**config.mk**
```make
export PLATFORM = sky130hd
export DESIGN_NAME = regfile_dump_ctrl
export DESIGN_NICKNAME = d
export VERILOG_FILES = /design/src/rtl/regfile_dump_ctrl_pkg.sv /design/src/rtl/regfile_dump_ctrl_word_serializer.sv /design/src/rtl/regfile_dump_ctrl.sv
export SDC_FILE = /design/constraint.sdc
export NUM_CORES = 1
export LEC_CHECK = 0
export CORE_ASPECT_RATIO = 0.8
export CORE_MARGIN = 2
export CORE_UTILIZATION = 45
export DETAILED_ROUTE_END_ITERATION = 12
export DONT_BUFFER_PORTS = 1
export HOLD_SLACK_MARGIN = 0.05
export SLEW_MARGIN = 20
export SYNTH_ARGS = -nofsm -noshare
export SYNTH_HDL_FRONTEND = slang
export SYNTH_HIERARCHICAL = 1
export SYNTH_SLANG_ARGS = --single-unit
```
**constraint.sdc**
```tcl
create_clock -name i_clk -period 2.1 [get_ports i_clk]
set_clock_uncertainty 0.15 [all_clocks]
set_input_delay 0.63 -clock i_clk [delete_from_list [all_inputs] [get_ports i_clk]]
set_output_delay 0.63 -clock i_clk [all_outputs]
set_load 0.02 [all_outputs]
```
**src/rtl/regfile_dump_ctrl_pkg.sv**
```systemverilog
// Shared definitions for the register-file dump controller.
// Holds the default geometry (register count, address/data width, byte width),
// the FSM state encoding and a small helper that tells whether a state owns
// the register file read port.
package regfile_dump_ctrl_pkg;

  localparam int RDC_NUM_REGS = 32;
  localparam int RDC_ADDR_W   = 5;
  localparam int RDC_DATA_W   = 32;
  localparam int RDC_BYTE_W   = 8;

  localparam logic [2:0] ST_IDLE      = 3'd0;
  localparam logic [2:0] ST_WAIT_HALT = 3'd1;
  localparam logic [2:0] ST_ADDR      = 3'd2;
  localparam logic [2:0] ST_LATCH     = 3'd3;
  localparam logic [2:0] ST_SEND      = 3'd4;
  localparam logic [2:0] ST_DONE      = 3'd5;

  // The dump owns the register file only while it is actively reading/sending.
  function automatic logic owns_rf(input logic [2:0] st);
    return (st == ST_ADDR) || (st == ST_LATCH) || (st == ST_SEND);
  endfunction

endpackage

```
**src/rtl/regfile_dump_ctrl_word_serializer.sv**
```systemverilog
// Word-to-byte serializer for the dump stream.
// Ports:
//   i_clk, i_reset   clock, synchronous active-high reset
//   i_load, i_data   capture a full word (resets the byte counter)
//   i_valid, i_ready handshake; on both high the word shifts left one byte
//   o_byte           current byte, MSB of the word first
//   o_last           current byte is the final byte of the word
module regfile_dump_ctrl_word_serializer
  import regfile_dump_ctrl_pkg::*;
#(
  parameter int DATA_W = RDC_DATA_W,
  parameter int BYTE_W = RDC_BYTE_W
) (
  input  logic              i_clk,
  input  logic              i_reset,
  input  logic              i_load,
  input  logic [DATA_W-1:0] i_data,
  input  logic              i_valid,
  input  logic              i_ready,
  output logic [BYTE_W-1:0] o_byte,
  output logic              o_last
);

  localparam int BYTES = DATA_W / BYTE_W;
  localparam int CNT_W = (BYTES > 1) ? $clog2(BYTES) : 1;
  localparam logic [CNT_W-1:0] LAST_CNT = CNT_W'(BYTES - 1);

  logic [DATA_W-1:0] r_sh;
  logic [CNT_W-1:0]  r_byte_cnt;

  // Shift register and byte counter; counter saturates at the last byte so it never wraps.
  always_ff @(posedge i_clk) begin
    if (i_reset) begin
      r_sh       <= {DATA_W{1'b0}};
      r_byte_cnt <= {CNT_W{1'b0}};
    end else if (i_load) begin
      r_sh       <= i_data;
      r_byte_cnt <= {CNT_W{1'b0}};
    end else if (i_valid && i_ready) begin
      r_sh       <= r_sh << BYTE_W;
      r_byte_cnt <= (r_byte_cnt == LAST_CNT) ? r_byte_cnt : r_byte_cnt + CNT_W'(1);
    end else begin
      r_sh       <= r_sh;
      r_byte_cnt <= r_byte_cnt;
    end
  end

  assign o_byte = r_sh[DATA_W-1 -: BYTE_W];
  assign o_last = (r_byte_cnt == LAST_CNT);

endmodule

```
**src/rtl/regfile_dump_ctrl.sv**
```systemverilog
// Register-file dump controller.
// While idle it passes the pipeline's read address and write enable straight
// to the register file. On a start request (once the pipeline is halted) it
// takes over read port A, reads every register in order and streams each word
// MSB byte first over a valid/ready byte interface to the UART transmitter.
// Ports:
//   i_clk, i_reset         clock, synchronous active-high reset
//   i_start                dump request pulse (honoured only when idle)
//   i_pipe_halted          pipeline frozen; losing it mid-dump aborts
//   i_pipe_a1, i_pipe_we   pipeline read address / write enable
//   i_rf_rd1               register file port-1 data, valid 1 cycle after address
//   o_rf_a1, o_rf_we       muxed address / gated write enable to register file
//   o_tx_data, o_tx_valid, i_tx_ready   byte stream to UART TX
//   o_busy                 dump owns the register file
//   o_done, o_aborted      one-cycle completion / cancellation pulses
module regfile_dump_ctrl
  import regfile_dump_ctrl_pkg::*;
#(
  parameter int NUM_REGS = RDC_NUM_REGS,
  parameter int ADDR_W   = RDC_ADDR_W,
  parameter int DATA_W   = RDC_DATA_W
) (
  input  logic              i_clk,
  input  logic              i_reset,
  input  logic              i_start,
  input  logic              i_pipe_halted,
  input  logic [ADDR_W-1:0] i_pipe_a1,
  input  logic              i_pipe_we,
  input  logic [DATA_W-1:0] i_rf_rd1,
  output logic [ADDR_W-1:0] o_rf_a1,
  output logic              o_rf_we,
  output logic [7:0]        o_tx_data,
  output logic              o_tx_valid,
  input  logic              i_tx_ready,
  output logic              o_busy,
  output logic              o_done,
  output logic              o_aborted
);

  localparam logic [ADDR_W-1:0] LAST_IDX = ADDR_W'(NUM_REGS - 1);

  logic [2:0]        r_state;
  logic [ADDR_W-1:0] r_idx;
  logic              r_aborted;

  logic [2:0] w_state_nxt;
  logic       w_abort;
  logic       w_owns;
  logic       w_send;
  logic       w_last_byte;
  logic       w_word_end;
  logic       w_idx_clr;
  logic       w_idx_inc;

  assign w_owns     = owns_rf(r_state);
  assign w_send     = (r_state == ST_SEND);
  assign w_word_end = w_send && i_tx_ready && w_last_byte;

  // A fresh dump always starts at register 0, whether it began directly or after waiting for halt.
  assign w_idx_clr = ((r_state == ST_IDLE) && i_start && i_pipe_halted) ||
                     ((r_state == ST_WAIT_HALT) && i_pipe_halted);
  // Advance only when the word finished without an abort and the last register is not yet done.
  assign w_idx_inc = w_word_end && i_pipe_halted && (r_idx != LAST_IDX);

  regfile_dump_ctrl_word_serializer #(
    .DATA_W (DATA_W),
    .BYTE_W (8)
  ) u_ser (
    .i_clk   (i_clk),
    .i_reset (i_reset),
    .i_load  (r_state == ST_LATCH),
    .i_data  (i_rf_rd1),
    .i_valid (w_send),
    .i_ready (i_tx_ready),
    .o_byte  (o_tx_data),
    .o_last  (w_last_byte)
  );

  // Next-state decode; losing halt while owning the register file wins over any handshake.
  always_comb begin
    w_state_nxt = r_state;
    w_abort     = 1'b0;
    case (r_state)
      ST_IDLE: begin
        if (i_start) begin
          w_state_nxt = i_pipe_halted ? ST_ADDR : ST_WAIT_HALT;
        end else begin
          w_state_nxt = ST_IDLE;
        end
      end
      ST_WAIT_HALT: begin
        if (i_pipe_halted) begin
          w_state_nxt = ST_ADDR;
        end else begin
          w_state_nxt = ST_WAIT_HALT;
        end
      end
      ST_ADDR, ST_LATCH: begin
        if (!i_pipe_halted) begin
          w_state_nxt = ST_IDLE;
          w_abort     = 1'b1;
        end else begin
          w_state_nxt = (r_state == ST_ADDR) ? ST_LATCH : ST_SEND;
        end
      end
      ST_SEND: begin
        if (!i_pipe_halted) begin
          w_state_nxt = ST_IDLE;
          w_abort     = 1'b1;
        end else if (w_word_end) begin
          w_state_nxt = (r_idx == LAST_IDX) ? ST_DONE : ST_ADDR;
        end else begin
          w_state_nxt = ST_SEND;
        end
      end
      ST_DONE: begin
        w_state_nxt = ST_IDLE;
      end
      default: begin
        w_state_nxt = ST_IDLE;
      end
    endcase
  end

  // State, register index and abort pulse registers.
  always_ff @(posedge i_clk) begin
    if (i_reset) begin
      r_state   <= ST_IDLE;
      r_idx     <= {ADDR_W{1'b0}};
      r_aborted <= 1'b0;
    end else begin
      r_state   <= w_state_nxt;
      r_aborted <= w_abort;
      if (w_idx_clr) begin
        r_idx <= {ADDR_W{1'b0}};
      end else if (w_idx_inc) begin
        r_idx <= r_idx + ADDR_W'(1);
      end else begin
        r_idx <= r_idx;
      end
    end
  end

  assign o_busy     = w_owns;
  assign o_tx_valid = w_send;
  assign o_done     = (r_state == ST_DONE);
  assign o_aborted  = r_aborted;
  assign o_rf_a1    = w_owns ? r_idx : i_pipe_a1;
  assign o_rf_we    = i_pipe_we & ~w_owns;

endmodule

```
* Word-level counts from Yosys, hierarchy flattened
Index checks and enable logic that the tools add are counted.
** Operators by class
- Add/sub/neg operators :: 2
- Equal/unequal tests :: 8
- Muxes and demuxes :: 12
- Bitwise operators :: 4
- Reductions and logical operators :: 18
** Operators with widths (count)
- 32-bit two-way mux :: 2
- 3-bit two-way mux :: 5
- 3-bit one-hot mux with 4 select lines :: 1
- 2-bit OR reduction :: 4
- 1-bit logical AND :: 7
- 3-bit by 2-bit equality test with 1-bit output, second input constant :: 2
- 3-bit equality test, second input constant :: 2
- 5-bit by 1-bit adder with 5-bit output, second input constant :: 1
- 5-bit equality test, second input constant :: 1
- 5-bit two-way mux :: 1
- 5-bit != test, second input constant :: 1
- 2-bit two-way mux :: 2
- 3-bit by 1-bit equality test with 1-bit output, second input constant :: 1
- 3-bit logical NOT :: 1
- 1-bit logical OR :: 3
- 1-bit NOT :: 3
- 3-bit OR reduction :: 1
- 2-bit by 1-bit adder with 2-bit output, second input constant :: 1
- 2-bit equality test, second input constant :: 1
- 2-bit AND reduction :: 1
- 2-bit nonzero test :: 1
- 1-bit AND :: 1
- 1-bit two-way mux :: 1
** Word-level totals
- Register bits after elaboration :: 43
- Input bits :: 43
- Output and inout bits :: 18
- Word-level logic and storage cells :: 49

* Depth between registers and ports, before layout
- Depth in word-level cells :: 6
- Depth in mapped cells :: 9
- Depth with buffers taken out :: 6

* Modules after synthesis
Netlist, hierarchy kept.
** By module, submodules not included
- regfile_dump_ctrl_word_serializer :: times used 1, cells an instance 189, area each 1871.8 um^2, sequential area each 680.7 um^2
- regfile_dump_ctrl :: times used 1, cells an instance 67, area each 560.5 um^2, sequential area each 180.2 um^2

* Worst setup path before layout
OpenSTA, ideal clock, no wires.
- Kind :: reg-to-output
- Start point :: reg r_state[2]
- End point :: out o_rf_a1[1]
- Arrival time :: 1.579 ns
- Data required time :: 1.320 ns
- Path slack :: -0.259 ns
- Cell stages (with the launch flop) :: 7
- Buffers on the path :: 2
- Path through :: dfxtp_1 -> buf_4 -> or3b_1 -> buf_2 -> inv_2 -> a21oi_2 -> mux2_1
** Between the ends
- Elaborated cells between the ends (all ways) :: 6
- Those cells by class :: 3 x eq/ne; 1 x mux; 2 x reduce/logical
** RTL lines
- from (decl) :: line regfile_dump_ctrl.sv:42 : logic [2:0] r_state;
- from (signal assigned) :: line regfile_dump_ctrl.sv:132 : r_state <= w_state_nxt;
- 3-bit equality test
- via o_tx_valid :: line regfile_dump_ctrl.sv:33 : output logic o_tx_valid,
- 1-bit logical OR :: line regfile_dump_ctrl_pkg.sv:21 : return (st == ST_ADDR) || (st == ST_LATCH) || (st == ST_SEND);
- 5-bit two-way mux :: line regfile_dump_ctrl.sv:148 : assign o_rf_a1 = w_owns ? r_idx : i_pipe_a1;
- to (decl) :: line regfile_dump_ctrl.sv:30 : output logic [ADDR_W-1:0] o_rf_a1,
The timed path passes the listed nets, and every way through them passes these cells.

* Worst setup path after layout
- Start point :: reg r_state[2]
- End point :: out o_rf_a1[1]
** Between the ends
- Longest elaborated chain between the ends :: 4
- Elaborated cells between the ends (all ways) :: 6
- Those cells by class :: 3 x eq/ne; 1 x mux; 2 x reduce/logical
** Ends and longest elaborated chain (line)
- 3-bit by 2-bit equality test with 1-bit output :: regfile_dump_ctrl_pkg.sv:21
- 1-bit logical OR :: regfile_dump_ctrl_pkg.sv:21
- 1-bit logical OR * :: regfile_dump_ctrl_pkg.sv:21
- 5-bit two-way mux * :: regfile_dump_ctrl.sv:148
Every way passes the cells marked *; elsewhere a longest branch is shown, timed or not.

==> results.md <==
- Routed WL: about 4900 µm
- EDFF count, synth: 0
- Nets: 300
- Worst VDD drop: around 0.35 mV
- Register area share after synthesis: a little over a third
- Post-route cell area: 0.00268 mm²
- Top cell family by delay on the critical path: multiplexers
- Critical Path Source: r_state[2]$_SDFF_PP0_
- Design Power: roughly 1.6 mW
- Clock share of power: a little under two fifths
- Final Slew Violations: 0
- HPWL Detailed: roughly 3300 µm
- Hold WS: between 0.2 and 0.3 ns
- Share of cells above drive strength 1: between 30% and 40%
- Mapped Nets: 302
- Via density: approximately 5.6
- CTS buffer count: 5
- List of most frequent post-synthesis cells: dfxtp_1, nor3_1, inv_1
- Synth async-reset ratio: 0%
- CTS tree: yes
- Critical hold path startpoint: i_reset
- Post-synth top area share: a little over a third
- Gate power share: under 10%
- Die width: between 80 and 90 µm
- Kind of critical path: reg2out
- Top Ports: 61
- Post-Syn Area per Cell: 9.50 µm²
- Max clock buf depth: 2
- Die H: around 70 µm
- Floorplan Core Area: between 0.005 and 0.006 mm²
- Fmax: 431 MHz
- Crit path capture type: output port
- Sequential power share: about 54%
- TNS Setup: -1.24 ns
- Reg2Reg Setup Slack: roughly 0.020 ns
- Worst path slowest cell: mux2_4
- Reg clk slew, reported paths: about 0.08 ns
- Worst EP arrival: roughly 1.5 ns
- Die area: 0.00601 mm²
- Initial Util: between 40 and 50%
- CP max stage delay: ~0.37 ns
- Routed Antenna Nets: 0
- Fillers: 496
- Number of cells on the worst reg-to-reg path: 7
- YS warnings: 6
- Crit Reg-Reg Startpoint: r_idx[1]$_SDFFE_PP0P_
- Clk Latency, worst-skew pair: between 0.2 and 0.3 ns
- Clock sinks: 43
- Inserted Diodes: 0
- Aggregate global-route resource usage: 16.7%
- Largest net degree at the start of global routing: 58
- Required time of the worst setup path: between 1 and 1.5 ns
- Flops & latches, synth: 43
- Hold depth: 1
- Count of final setup violators: 8
- Drc violations: 0
- Sw Share: a little under a quarter
- Pleak: approximately 1 nW
- Synth top area cells: dfxtp_1, a2111oi_2, nor3_2, nor3_1, inv_1
- Initial antenna violation count: 0
- RSZ-0062 raised after global routing: yes
- Clock root cell: clkbuf_8
- Area grow syn2layout: 9.98%
- Final worst-path cycle share: 110%
- Hold Vio Cnt, Final: 0
- Buffers & Inverters on Critical Path: 1
- DR iter-0 viols: between 70 and 80
- Hold endpoint: u_ser/r_sh[6]$_SDFFE_PP0P_
- Synth unique cells: between 40 and 50
- Min cycle time layout: 2.32 ns
- GPL Wtd Cong: approximately 0.79
- Max-cap violations: 0
- Internal: between 1 and 1.5 mW
- Failing checks: negative setup slack
- Slew @ Worst Pin: approximately 0.37 ns
- Mapped Area: ~0.0024 mm²
- Path type of the worst min-delay path: in2reg
- H-tree levels: 2
- PortBufs: 0
- Placed standard-cell area: 0.00249 mm²
- Vias in the first global route: 1655
- Critical path fanouts, max: 8
- Final Core Density: about 52%
- Crit path launch type: register
- Pwr/cell area: between 500 and 600 mW/mm²
- Main synth FF type: dfxtp_1
- 1st-pass router iterations: 4
- Synthesized instance count: between 200 and 300
- Drt wl/cell: 15.4 µm
- First-pass GRT wire length: between 7000 and 8000 µm
- Synth area leader: dfxtp_1
- Grt total ovfl: 0
- # rows: 23
- Critical R2R Capture: r_idx[0]$_SDFFE_PP0P_
- Worst-path cell chain: or3b_4 -> inv_8 -> a21oi_4 -> mux2_4
- NetSw: 0.369 mW
- Fin worst setup slack: -0.218 ns
- Hold Buf Count CTS: 0
- Slew headroom: 74.8%
- Via count: around 1800
- Most common cell in the netlist: dfxtp_1
- Status: finished with violations
## how the worst max path moves through the flow
stage | endpoint | cells after the start
finish | o_rf_a1[1] | 4
global route | o_rf_a1[1] | 4
CTS | o_rf_a1[1] | 4
detailed placement | o_rf_a1[1] | 4
global placement | o_rf_a1[2] | 4
floorplan | o_rf_a1[0] | 6
## cell families after synthesis
| family | Yosys count | share of synthesized area, % |
|---|---|---|
| AOI/OAI and AO/OA | 50 | 21.1 |
| muxes | 6 | 2.73 |
| and+or+nand+nor | 92 | 24.8 |
| DFF | 43 | 35.4 |
| buffers and inverters | 61 | 14.0 |
| xor gates and xnor gates | 1 | 0.360 |
| adders and majority gates | 3 | 1.54 |
## metal layers
layer	part of all wire, %	GRT usage (%)
met3	3.5	4.52
met5	0	0
met1	53	23.9
met4	0.70	5.21
met2	43	24.2
## placed cells by master, fill, tap and decap left out, types with 2 or more instances in the layout
master     count
ha_4           2
clkbuf_8       7
or3_1          3
o21ai_0        4
nor3_2        20
or4_1          2
mux2_4         5
nor3_1        34
a21oi_1       15
nand2_1       11
dfxtp_2        3
buf_4         16
a2111oi_2     24
nand3_1        3
o31ai_1        2
nand3b_1      10
buf_12         4
dfxtp_1       40
inv_1         30
## through the flow
step | setup slack [ns] | instances
finish | -0.218 | 317
global route | -0.297 | 317
CTS | -0.240 | 314
detailed placement | 0.0340 | 305
global placement | 0.0554 | 305
floorplan | -0.0682 | 256
## flip-flops by register name, indices dropped and copies added (netlist names)
register / count
u_ser/r_sh: 32
o_aborted: 1
r_idx: 5
r_state: 3
u_ser/r_byte_cnt: 2
## what timing repair did
action                     CTS  global route
setup buffers                1             3
setup endpoints to repair    8            11
pin swaps                    0             5
gates resized for setup      7             7
## area by class of cell
cell class	instances	area [µm²]	share of cell area (%)
well taps	62	77.6	2.90
multi-input cells	152	1290	48.4
inverters	31	124	4.63
repair buffers	21	211	7.90
flip-flops and latches	43	865	32.3
clock inverters	1	7.51	0.281
clock buffers	7	96.3	3.60
## power by group through the flow
stage          clock network [mW]  registers, mW  logic [mW]
2_1_floorplan                   0          0.861       0.133
3_3_place_gp                    0          0.867       0.131
3_5_place_dp                    0          0.868       0.131
4_1_cts                     0.603          0.849       0.138
5_1_grt                     0.646          0.851       0.149
6_report                    0.575          0.849       0.137
(Power assumes the default switching activity.)
